### config.mk
export PLATFORM = sky130hd
export DESIGN_NAME = shiftreg_scan
export DESIGN_NICKNAME = d
export VERILOG_FILES = /design/src/rtl/snake_pkg.sv /design/src/rtl/shiftreg_store.sv /design/src/rtl/shiftreg_scan.sv
export SDC_FILE = /design/constraint.sdc
export NUM_CORES = 1
export LEC_CHECK = 0
export BUFFER_PORTS_ARGS = -buffer_cell sky130_fd_sc_hd__clkbuf_2
export CORE_MARGIN = 8
export CORE_UTILIZATION = 30
export CTS_CLUSTER_DIAMETER = 60
export DETAILED_ROUTE_END_ITERATION = 16
export GPL_ROUTABILITY_DRIVEN = 0
export PLACE_DENSITY_LB_ADDON = 0.12
export SYNTH_ARGS = -nofsm -noshare
export SYNTH_HDL_FRONTEND = slang
export SYNTH_SLANG_ARGS = --single-unit
### constraint.sdc
create_clock -name clk -period 10.15 [get_ports clk]
set_clock_uncertainty 0.15 [all_clocks]
set_input_delay 3.045 -clock clk [delete_from_list [all_inputs] [get_ports clk]]
set_output_delay 3.045 -clock clk [all_outputs]
set_load 0.01 [all_outputs]
### src/rtl/snake_pkg.sv
// Shared types and defaults for the snake body store and its scan port.
package snake_pkg;

    localparam int WIDTH_DEFAULT    = 2;
    localparam int DEPTH_DEFAULT    = 220;
    localparam int INIT_LEN_DEFAULT = 3;

    // One body segment entry at the default width.
    typedef logic [WIDTH_DEFAULT-1:0] seg_t;

    // Scan port sequencing: idle (pushes allowed) or streaming entries.
    typedef enum logic [0:0] {
        IDLE = 1'b0,
        SCAN = 1'b1
    } scan_state_e;

endpackage

### src/rtl/shiftreg_store.sv
// Body segment storage: a DEPTH-entry shift array, head at index 0, with
// read ports for the scan index and the tail index.
module shiftreg_store #(
    parameter int WIDTH = 2,
    parameter int DEPTH = 220,
    parameter int LEN_W = 8
) (
    input  logic             clk,
    input  logic             rst_n,
    input  logic             clear,
    input  logic             shift_en,
    input  logic [WIDTH-1:0] shift_data,
    input  logic [LEN_W-1:0] scan_idx,
    input  logic [LEN_W-1:0] tail_idx,
    output logic [WIDTH-1:0] head,
    output logic [WIDTH-1:0] scan_data,
    output logic [WIDTH-1:0] tail_data
);

    // Array index width; LEN_W is never narrower because it also counts DEPTH.
    localparam int IDX_W = (DEPTH > 1) ? $clog2(DEPTH) : 1;

    logic [WIDTH-1:0] mem_r [DEPTH];
    logic [WIDTH-1:0] scan_data_s;
    logic [WIDTH-1:0] tail_data_s;

    // Shift array: clear wipes every entry, a push moves everything one slot tailward.
    always_ff @(posedge clk or negedge rst_n) begin
        if (!rst_n) begin
            for (int i = 0; i < DEPTH; i++) begin
                mem_r[i] <= '0;
            end
        end else if (clear) begin
            for (int i = 0; i < DEPTH; i++) begin
                mem_r[i] <= '0;
            end
        end else if (shift_en) begin
            mem_r[0] <= shift_data;
            for (int i = 1; i < DEPTH; i++) begin
                mem_r[i] <= mem_r[i-1];
            end
        end
    end

    // Scan read mux; an out-of-range index reads as zero rather than aliasing.
    always_comb begin
        scan_data_s = '0;
        if (scan_idx < LEN_W'(DEPTH)) begin
            scan_data_s = mem_r[scan_idx[IDX_W-1:0]];
        end else begin
            scan_data_s = '0;
        end
    end

    // Tail read mux, same out-of-range protection as the scan port.
    always_comb begin
        tail_data_s = '0;
        if (tail_idx < LEN_W'(DEPTH)) begin
            tail_data_s = mem_r[tail_idx[IDX_W-1:0]];
        end else begin
            tail_data_s = '0;
        end
    end

    assign head      = mem_r[0];
    assign scan_data = scan_data_s;
    assign tail_data = tail_data_s;

endmodule

### src/rtl/shiftreg_scan.sv
// Snake body shift register with push handshake, deferred grow, tail-drop
// reporting and a head-to-tail ready/valid scan stream.
module shiftreg_scan
    import snake_pkg::*;
#(
    parameter int WIDTH    = $bits(seg_t),
    parameter int DEPTH    = DEPTH_DEFAULT,
    parameter int INIT_LEN = INIT_LEN_DEFAULT,
    localparam int LEN_W   = $clog2(DEPTH + 1)
) (
    input  logic             clk,
    input  logic             rst_n,
    input  logic             clear,
    input  logic             shift_valid,
    output logic             shift_ready,
    input  logic [WIDTH-1:0] shift_data,
    input  logic             grow,
    output logic [LEN_W-1:0] len,
    output logic [WIDTH-1:0] head,
    output logic [WIDTH-1:0] tail,
    output logic             tail_drop_valid,
    output logic [WIDTH-1:0] tail_drop_data,
    input  logic             scan_start,
    output logic             scan_busy,
    output logic             scan_valid,
    input  logic             scan_ready,
    output logic [WIDTH-1:0] scan_data,
    output logic             scan_last
);

    localparam logic [LEN_W-1:0] LEN_INIT = LEN_W'(INIT_LEN);
    localparam logic [LEN_W-1:0] LEN_MAX  = LEN_W'(DEPTH);

    scan_state_e      state_r;
    scan_state_e      state_nxt_s;
    logic [LEN_W-1:0] idx_r;
    logic [LEN_W-1:0] idx_nxt_s;
    logic [LEN_W-1:0] len_r;
    logic [LEN_W-1:0] len_nxt_s;
    logic             grow_pending_r;
    logic             grow_pending_nxt_s;
    logic             drop_valid_r;
    logic [WIDTH-1:0] drop_data_r;
    logic             push_s;
    logic             grow_eff_s;
    logic             drop_s;
    logic             ready_s;
    logic [LEN_W-1:0] last_idx_s;
    logic [WIDTH-1:0] tail_s;
    logic [WIDTH-1:0] head_s;
    logic [WIDTH-1:0] scan_data_s;

    // Pushes only while idle, so the length is frozen for the whole scan.
    assign ready_s    = (state_r == IDLE) && !clear;
    assign push_s     = shift_valid && ready_s;
    assign grow_eff_s = grow_pending_r || grow;
    assign last_idx_s = len_r - LEN_W'(1);

    shiftreg_store #(
        .WIDTH (WIDTH),
        .DEPTH (DEPTH),
        .LEN_W (LEN_W)
    ) u_store (
        .clk        (clk),
        .rst_n      (rst_n),
        .clear      (clear),
        .shift_en   (push_s),
        .shift_data (shift_data),
        .scan_idx   (idx_r),
        .tail_idx   (last_idx_s),
        .head       (head_s),
        .scan_data  (scan_data_s),
        .tail_data  (tail_s)
    );

    // Length / grow bookkeeping: a push consumes any pending grow, otherwise the tail drops.
    always_comb begin
        len_nxt_s          = len_r;
        grow_pending_nxt_s = grow_pending_r;
        drop_s             = 1'b0;
        if (push_s) begin
            grow_pending_nxt_s = 1'b0;
            if (grow_eff_s) begin
                if (len_r < LEN_MAX) begin
                    len_nxt_s = len_r + LEN_W'(1);
                end else begin
                    drop_s = 1'b1;
                end
            end else begin
                drop_s = 1'b1;
            end
        end else if (grow) begin
            grow_pending_nxt_s = 1'b1;
        end else begin
            grow_pending_nxt_s = grow_pending_r;
        end
    end

    // Scan FSM next state: start from idle, advance on each accepted beat.
    always_comb begin
        state_nxt_s = state_r;
        idx_nxt_s   = idx_r;
        case (state_r)
            IDLE: begin
                if (scan_start) begin
                    state_nxt_s = SCAN;
                    idx_nxt_s   = '0;
                end else begin
                    state_nxt_s = IDLE;
                end
            end
            SCAN: begin
                if (scan_ready) begin
                    if (idx_r == last_idx_s) begin
                        state_nxt_s = IDLE;
                        idx_nxt_s   = '0;
                    end else begin
                        idx_nxt_s = idx_r + LEN_W'(1);
                    end
                end else begin
                    idx_nxt_s = idx_r;
                end
            end
            default: begin
                state_nxt_s = IDLE;
                idx_nxt_s   = '0;
            end
        endcase
    end

    // Control state registers; clear restores the reset image.
    always_ff @(posedge clk or negedge rst_n) begin
        if (!rst_n) begin
            state_r        <= IDLE;
            idx_r          <= '0;
            len_r          <= LEN_INIT;
            grow_pending_r <= 1'b0;
        end else if (clear) begin
            state_r        <= IDLE;
            idx_r          <= '0;
            len_r          <= LEN_INIT;
            grow_pending_r <= 1'b0;
        end else begin
            state_r        <= state_nxt_s;
            idx_r          <= idx_nxt_s;
            len_r          <= len_nxt_s;
            grow_pending_r <= grow_pending_nxt_s;
        end
    end

    // Tail-drop report: one-cycle pulse carrying the pre-push tail entry.
    always_ff @(posedge clk or negedge rst_n) begin
        if (!rst_n) begin
            drop_valid_r <= 1'b0;
            drop_data_r  <= '0;
        end else if (clear) begin
            drop_valid_r <= 1'b0;
            drop_data_r  <= '0;
        end else begin
            drop_valid_r <= drop_s;
            if (drop_s) begin
                drop_data_r <= tail_s;
            end
        end
    end

    assign shift_ready     = ready_s;
    assign len             = len_r;
    assign head            = head_s;
    assign tail            = tail_s;
    assign tail_drop_valid = drop_valid_r;
    assign tail_drop_data  = drop_data_r;
    assign scan_busy       = (state_r == SCAN);
    assign scan_valid      = (state_r == SCAN);
    assign scan_data       = scan_data_s;
    assign scan_last       = (state_r == SCAN) && (idx_r == last_idx_s);

endmodule
After elaboration in Yosys (flattened, before gate mapping)
Cells that the tools add are included.
Widths: inputs -> output; s select.
{ "totals": {"ff_bits": 461, "latch_bits": 0, "ram_bits": 0, "rom_bits": 0, "input_bits": 9, "output_inout_bits": 21, "word_cells": 285, "n_memories": 0} }
{ "op_classes": {"n_addsub": 3, "n_mul": 0, "div_mod_pow": 0, "magnitude_cmp": 5, "eq_ne": 3, "shifts": 0, "n_mux": 33, "bitwise": 3, "reduce_logical": 12} }
{ "ops": {"columns": ["op", "count"], "rows": [
  ["$mux 440", 2],
  ["$mux 8", 8],
  ["$bmux 2 s8", 2],
  ["$lt 8x8->1 const B", 3],
  ["$ge 9x9->1 const B", 2],
  ["$not 8->9", 2],
  ["$add 8x1->8 const B", 2],
  ["$mux 2", 8],
  ["$pmux 8 s2", 1],
  ["$mux 1", 11],
  ["$eq 8x8->1", 1],
  ["$reduce_bool 2->1", 4],
  ["$sub 8x1->8 const B", 1],
  ["$ne 3x3->1 const B", 2],
  ["$logic_and 1x1->1", 3],
  ["$reduce_and 3->1", 1],
  ["$reduce_bool 3->1", 1],
  ["$pmux 1 s2", 1],
  ["$reduce_and 2->1", 1],
  ["$logic_not 1->1", 1],
  ["$logic_or 1x1->1", 1],
  ["$not 1->1", 1]
]} }

Depth between registers and ports, before layout
{ "depth": {"depth_word": 8, "mapped_depth": 16, "mapped_depth_nobuf": 9} }

By module
From an unflattened synthesis, not the netlist that was laid out.
{ "hier_totals": {"cells_unflattened": 2239, "area_unflattened_um2": 26324.0} }
{ "by_module_without_submodules": {"columns": ["module", "instances", "cells_per_inst", "area_per_inst_um2", "seq_area_each_um2"], "rows": [
  ["shiftreg_store", 1, 2078, 24921.4, 11010.6],
  ["shiftreg_scan", 1, 161, 1402.6, 528.0]
]} }

Least setup slack after synthesis
OpenSTA, ideal clock, no wires.
{ "synth_path": {"path_kind": "flip-flop to output port", "from": "reg len_r[0] (netlist: len[0])", "to": "out tail[1]", "arrival_ps": 3391, "t_required_ps": 6955, "slack_ps": 3564, "stages_incl_launch_ff": 15, "path_buffers": 7, "path_cell_list": "dfstp_2 > buf_6 > buf_6 > buf_6 > inv_1 > ha_1 > buf_4 > buf_2 > buf_2 > buf_1 > mux4_2 > a31oi_1 > o21ai_0 > a311oi_1 > nor2_1"} }
{ "synth_between": {"elab_chain_len": 6, "elab_cells_between_ends": 7, "cone_classes": "add/sub (1); order compare (1); mux (4); bitwise (1)"} }
{ "synth_rtl": {"columns": ["item", "line_no", "text"], "rows": [
  ["from (decl)", "shiftreg_scan.sv:38", "logic [LEN_W-1:0] len_r;"],
  ["from (signal assigned)", "shiftreg_scan.sv:146", "len_r <= len_nxt_s;"],
  ["$sub 8x1->8 (*)", "shiftreg_scan.sv:57", "assign last_idx_s = len_r - LEN_W'(1);"],
  ["$not 8->9 (not written as such)", "shiftreg_store.sv:59", "tail_data_s = mem_r[tail_idx[IDX_W-1:0]];"],
  ["$bmux 2 s8", "shiftreg_store.sv:59", null],
  ["$mux 2 (not written as such) (2 in series)", "shiftreg_store.sv:59", null],
  ["$mux 2 (*)", "shiftreg_store.sv:58", "if (tail_idx < LEN_W'(DEPTH)) begin"],
  ["to (decl)", "shiftreg_scan.sv:20", "output logic [WIDTH-1:0] tail,"]
]} }
Every way passes the cells marked *; elsewhere a longest branch is shown, timed or not. The select of a mux whose other input is x is not followed.

Final worst setup path
{ "layout_path": {"from": "reg len_r[0] (netlist: len[0])", "to": "out tail[0]"} }
Same word-level chain as after synthesis.

==> results.yml <==
run_status:
  outcome: "completed"
synth:
  synthAdderAreaFrac_pct: 0.144
  synth_commonest_cells: "nand2_1 (947), dfrtp_1 (459), o21ai_0 (446)"
  synth_xor_xnor_area_share_pct: 0.987
  synth_cells: 2620
  synth-compound-area-share_pct: 11.2
  synth_mux_area_share_pct: 22.3
  avgSynthCellArea_sq_um: 9.97
  synthFlopType: "dfrtp_1"
  ys_warn_count: 0
  yosys.cell_types.count: 77
  syn_area_sq_um: 26100
  syn-num-nets: 2632
  synth_edf_count: 0
  post-synth-top-count-cell: "nand2_1"
  ys_ff_latch: 461
  synth_area_leaders: "dfrtp_1 (44%), mux4_2 (21%), nand2_1 (14%)"
  yosys.area_share.simple_pct: 16.7
  ys_seq_area_share_pct: 44.2
  yosys.area.top_type: "dfrtp_1"
  async_flop_share_pct: 100
  yosysTopAreaCellShare_pct: 44.0
  synth_top_family_by_area: "multiplexers"
die:
  die_h_um: 311
  rows: 108
  die_w_um: 311
  fp.coreArea_sq_um: 86500
  dieArea_sq_um: 96800
  start_util_pct: 30.2
  ios: 30
detailed_routing:
  drt_iter0_drc: 1896
  firstDrtPassIters: 5
  wire_per_inst_um: 20.3
  drt-total-wl_um: 75200
  vias: 19300
  drc: 0
  drtAntennaViolNets: 0
  via_per_inst: 5.23
critical_path:
  r2r-start: "len[0]"
  worstPathArrival_ns: 4.84
  rr_worst_depth: 10
  crit_path_top_delay_cell: "ha_4"
  ff2ff_setup_slack_ns: 5.68
  r2r_end: "tail_drop_data[0]"
  cpMostUsedCell: "nor3_1"
  critPathRequiredTime_ns: 6.96
  critical-path-max-stage-delay_ns: 0.99
  critPathBufInv: 3
  startpoint_type: "flop"
  cp_top_family: "adder cells"
  crit_path_cell_trace: "inv_1, ha_4, buf_4, mux4_2, nor3_1, o2111ai_1, o311ai_0, o32ai_1, nor3_1, a31oi_1, clkbuf_2"
  critPathMaxFanout: 60
  endpoint_kind: "primary output"
  worstSetupPathType: "flop to primary output"
timing:
  holdWs_ns: 0.368
  rsz0062_at_grt: "false"
  hold_viol_final: 0
  fmax_ghz: 0.124
  timing.final.crit_share_pct: 79.1
  fin_tns_setup_ns: 0
  setup_ws_ns: 2.12
  relSlewSlack_pct: 26.8
  tightest_slew_ns: 1.10
  finalSetupViolCount: 0
  slew_viol_final: 0
  finalCriticalPeriod_ns: 8.03
cts:
  cts_tree: "built"
  ctsResizeCount: 0
  htree_levels: 2
  cts_buffer_depth: 3
  postCtsSetupBuffers: 0
  cts_buffers: 61
  cts_root_buf: "clkbuf_16"
  clk_latency_ns: 0.63
  cts_hold_buf: 0
  path_clk_slew_ns: 0.06
  numClockSinks: 461
power:
  switching_share_pct: 25.6
  p_int_uw: 3220
  ir_drop_mv: 0.116
  sequentialPowerShare_pct: 42.9
  p_comb_share_pct: 7.5
  p_clk_share_pct: 49.7
  power_switching_uw: 1110
  power_uw: 4330
  p_per_area_nw_per_um2: 150
  p_leak_uw: 0.0110
placed_design:
  pre_cts_ws_ns: 2.71
  place_inst: 3588
  hpwl_um: 44200
  numPortBuffers: 29
grt:
  antenna_found_initial: 0
  grt_pass1_vias: 19100
  grtUsageTotal_pct: 15.3
  grt_max_degree: 264
  grt_pass1_wl_um: 120000
  gr-total-overflow: 0
run:
  maxCapViolations: 0
worst_hold_path:
  hold_depth: 2
  hold_start: "u_store.mem_r[355]"
  holdPathEnd: "u_store.mem_r[353]"
  min_path_type: "flop to flop"
layout:
  fin_nets: 2508
  syn2layout_area_growth_pct: 10.8
  diodes: 0
  final_cells: 3697
  drive_above_1_share_pct: 16.8
-- cell type report --
type	instances	area [sq um]
Tap cell	1155	1450
Clock buffer	87	1740
Sequential cell	461	11600
Inverter	9	41.3
Multi-Input combinational cell	1909	13400
Fill cell	8716	57500
Timing Repair Buffer	54	455
Clock inverter	22	265
-- sequential cells by signal, indices dropped and copies added, names as in the netlist --
register / cells
u_store.mem_r: 438
tail_drop_valid: 1
scan_busy: 1
grow_pending_r: 1
len: 8
u_store.head: 2
idx_r: 8
tail_drop_data: 2
-- placed cells by master, fill, tap and decap left out, types with 22 or more instances in the layout --
cell type,count
clkbuf_16,62
clkbuf_2,28
dfrtp_1,455
mux2i_1,32
mux4_2,238
nand2_1,947
nand3_1,29
nor2_1,22
o21ai_0,446
-- worst max-delay path by stage --
stage | startpoint | endpoint | depth (start not counted)
5_1_grt | len[1] | tail[0] | 11
6_report | len[0] | tail[0] | 11
3_3_place_gp | len[0] | tail[0] | 11
4_1_cts | len[0] | tail[0] | 11
2_1_floorplan | len[0] | tail[1] | 14
3_5_place_dp | len[0] | tail[0] | 11
-- metrics by stage --
stage,area [sq um],utilization [%]
global route,28900,33.5
detailed placement,26900,31.1
CTS,28900,33.5
floorplan,26100,-
global placement,26900,31.1
finish,28900,33.5
-- worst min-delay path: cells and delay by family (launching register included) --
kind,cells,cell delay (ns)
AND/OR/NAND/NOR,1,0.06
AO/OA/AOI/OAI,1,0.06
flip-flops,1,0.39
-- power by group through the flow --
stage,combinational [uW],clock [uW],sequential (uW)
after floorplan,226,0,1880
after global placement,330,0,1890
after detailed placement,332,0,1890
after CTS,332,2230,1850
after global routing,357,2290,1850
final,322,2150,1850
-- metal layers --
metal  vias up  GRT usage, %  wire length [um]
met5         -             0                 0
met4         0          3.74              1540
met3        94          2.48              3630
met2       437          23.4             33900
li1       8992             -                 -
met1      9808          22.6             36100
-- logic make-up (layout without fill, tap and decap cells) --
kind of cell    count (synthesis)  after routing
simple gates                 1074           1074
compound gates                534            534
flops                         461            461
mux                           279            279
buf+inv                       250            172
xor+xnor                       19             19
fa+ha+maj                       3              3
Note: power is estimated with default switching activity, not from simulation.
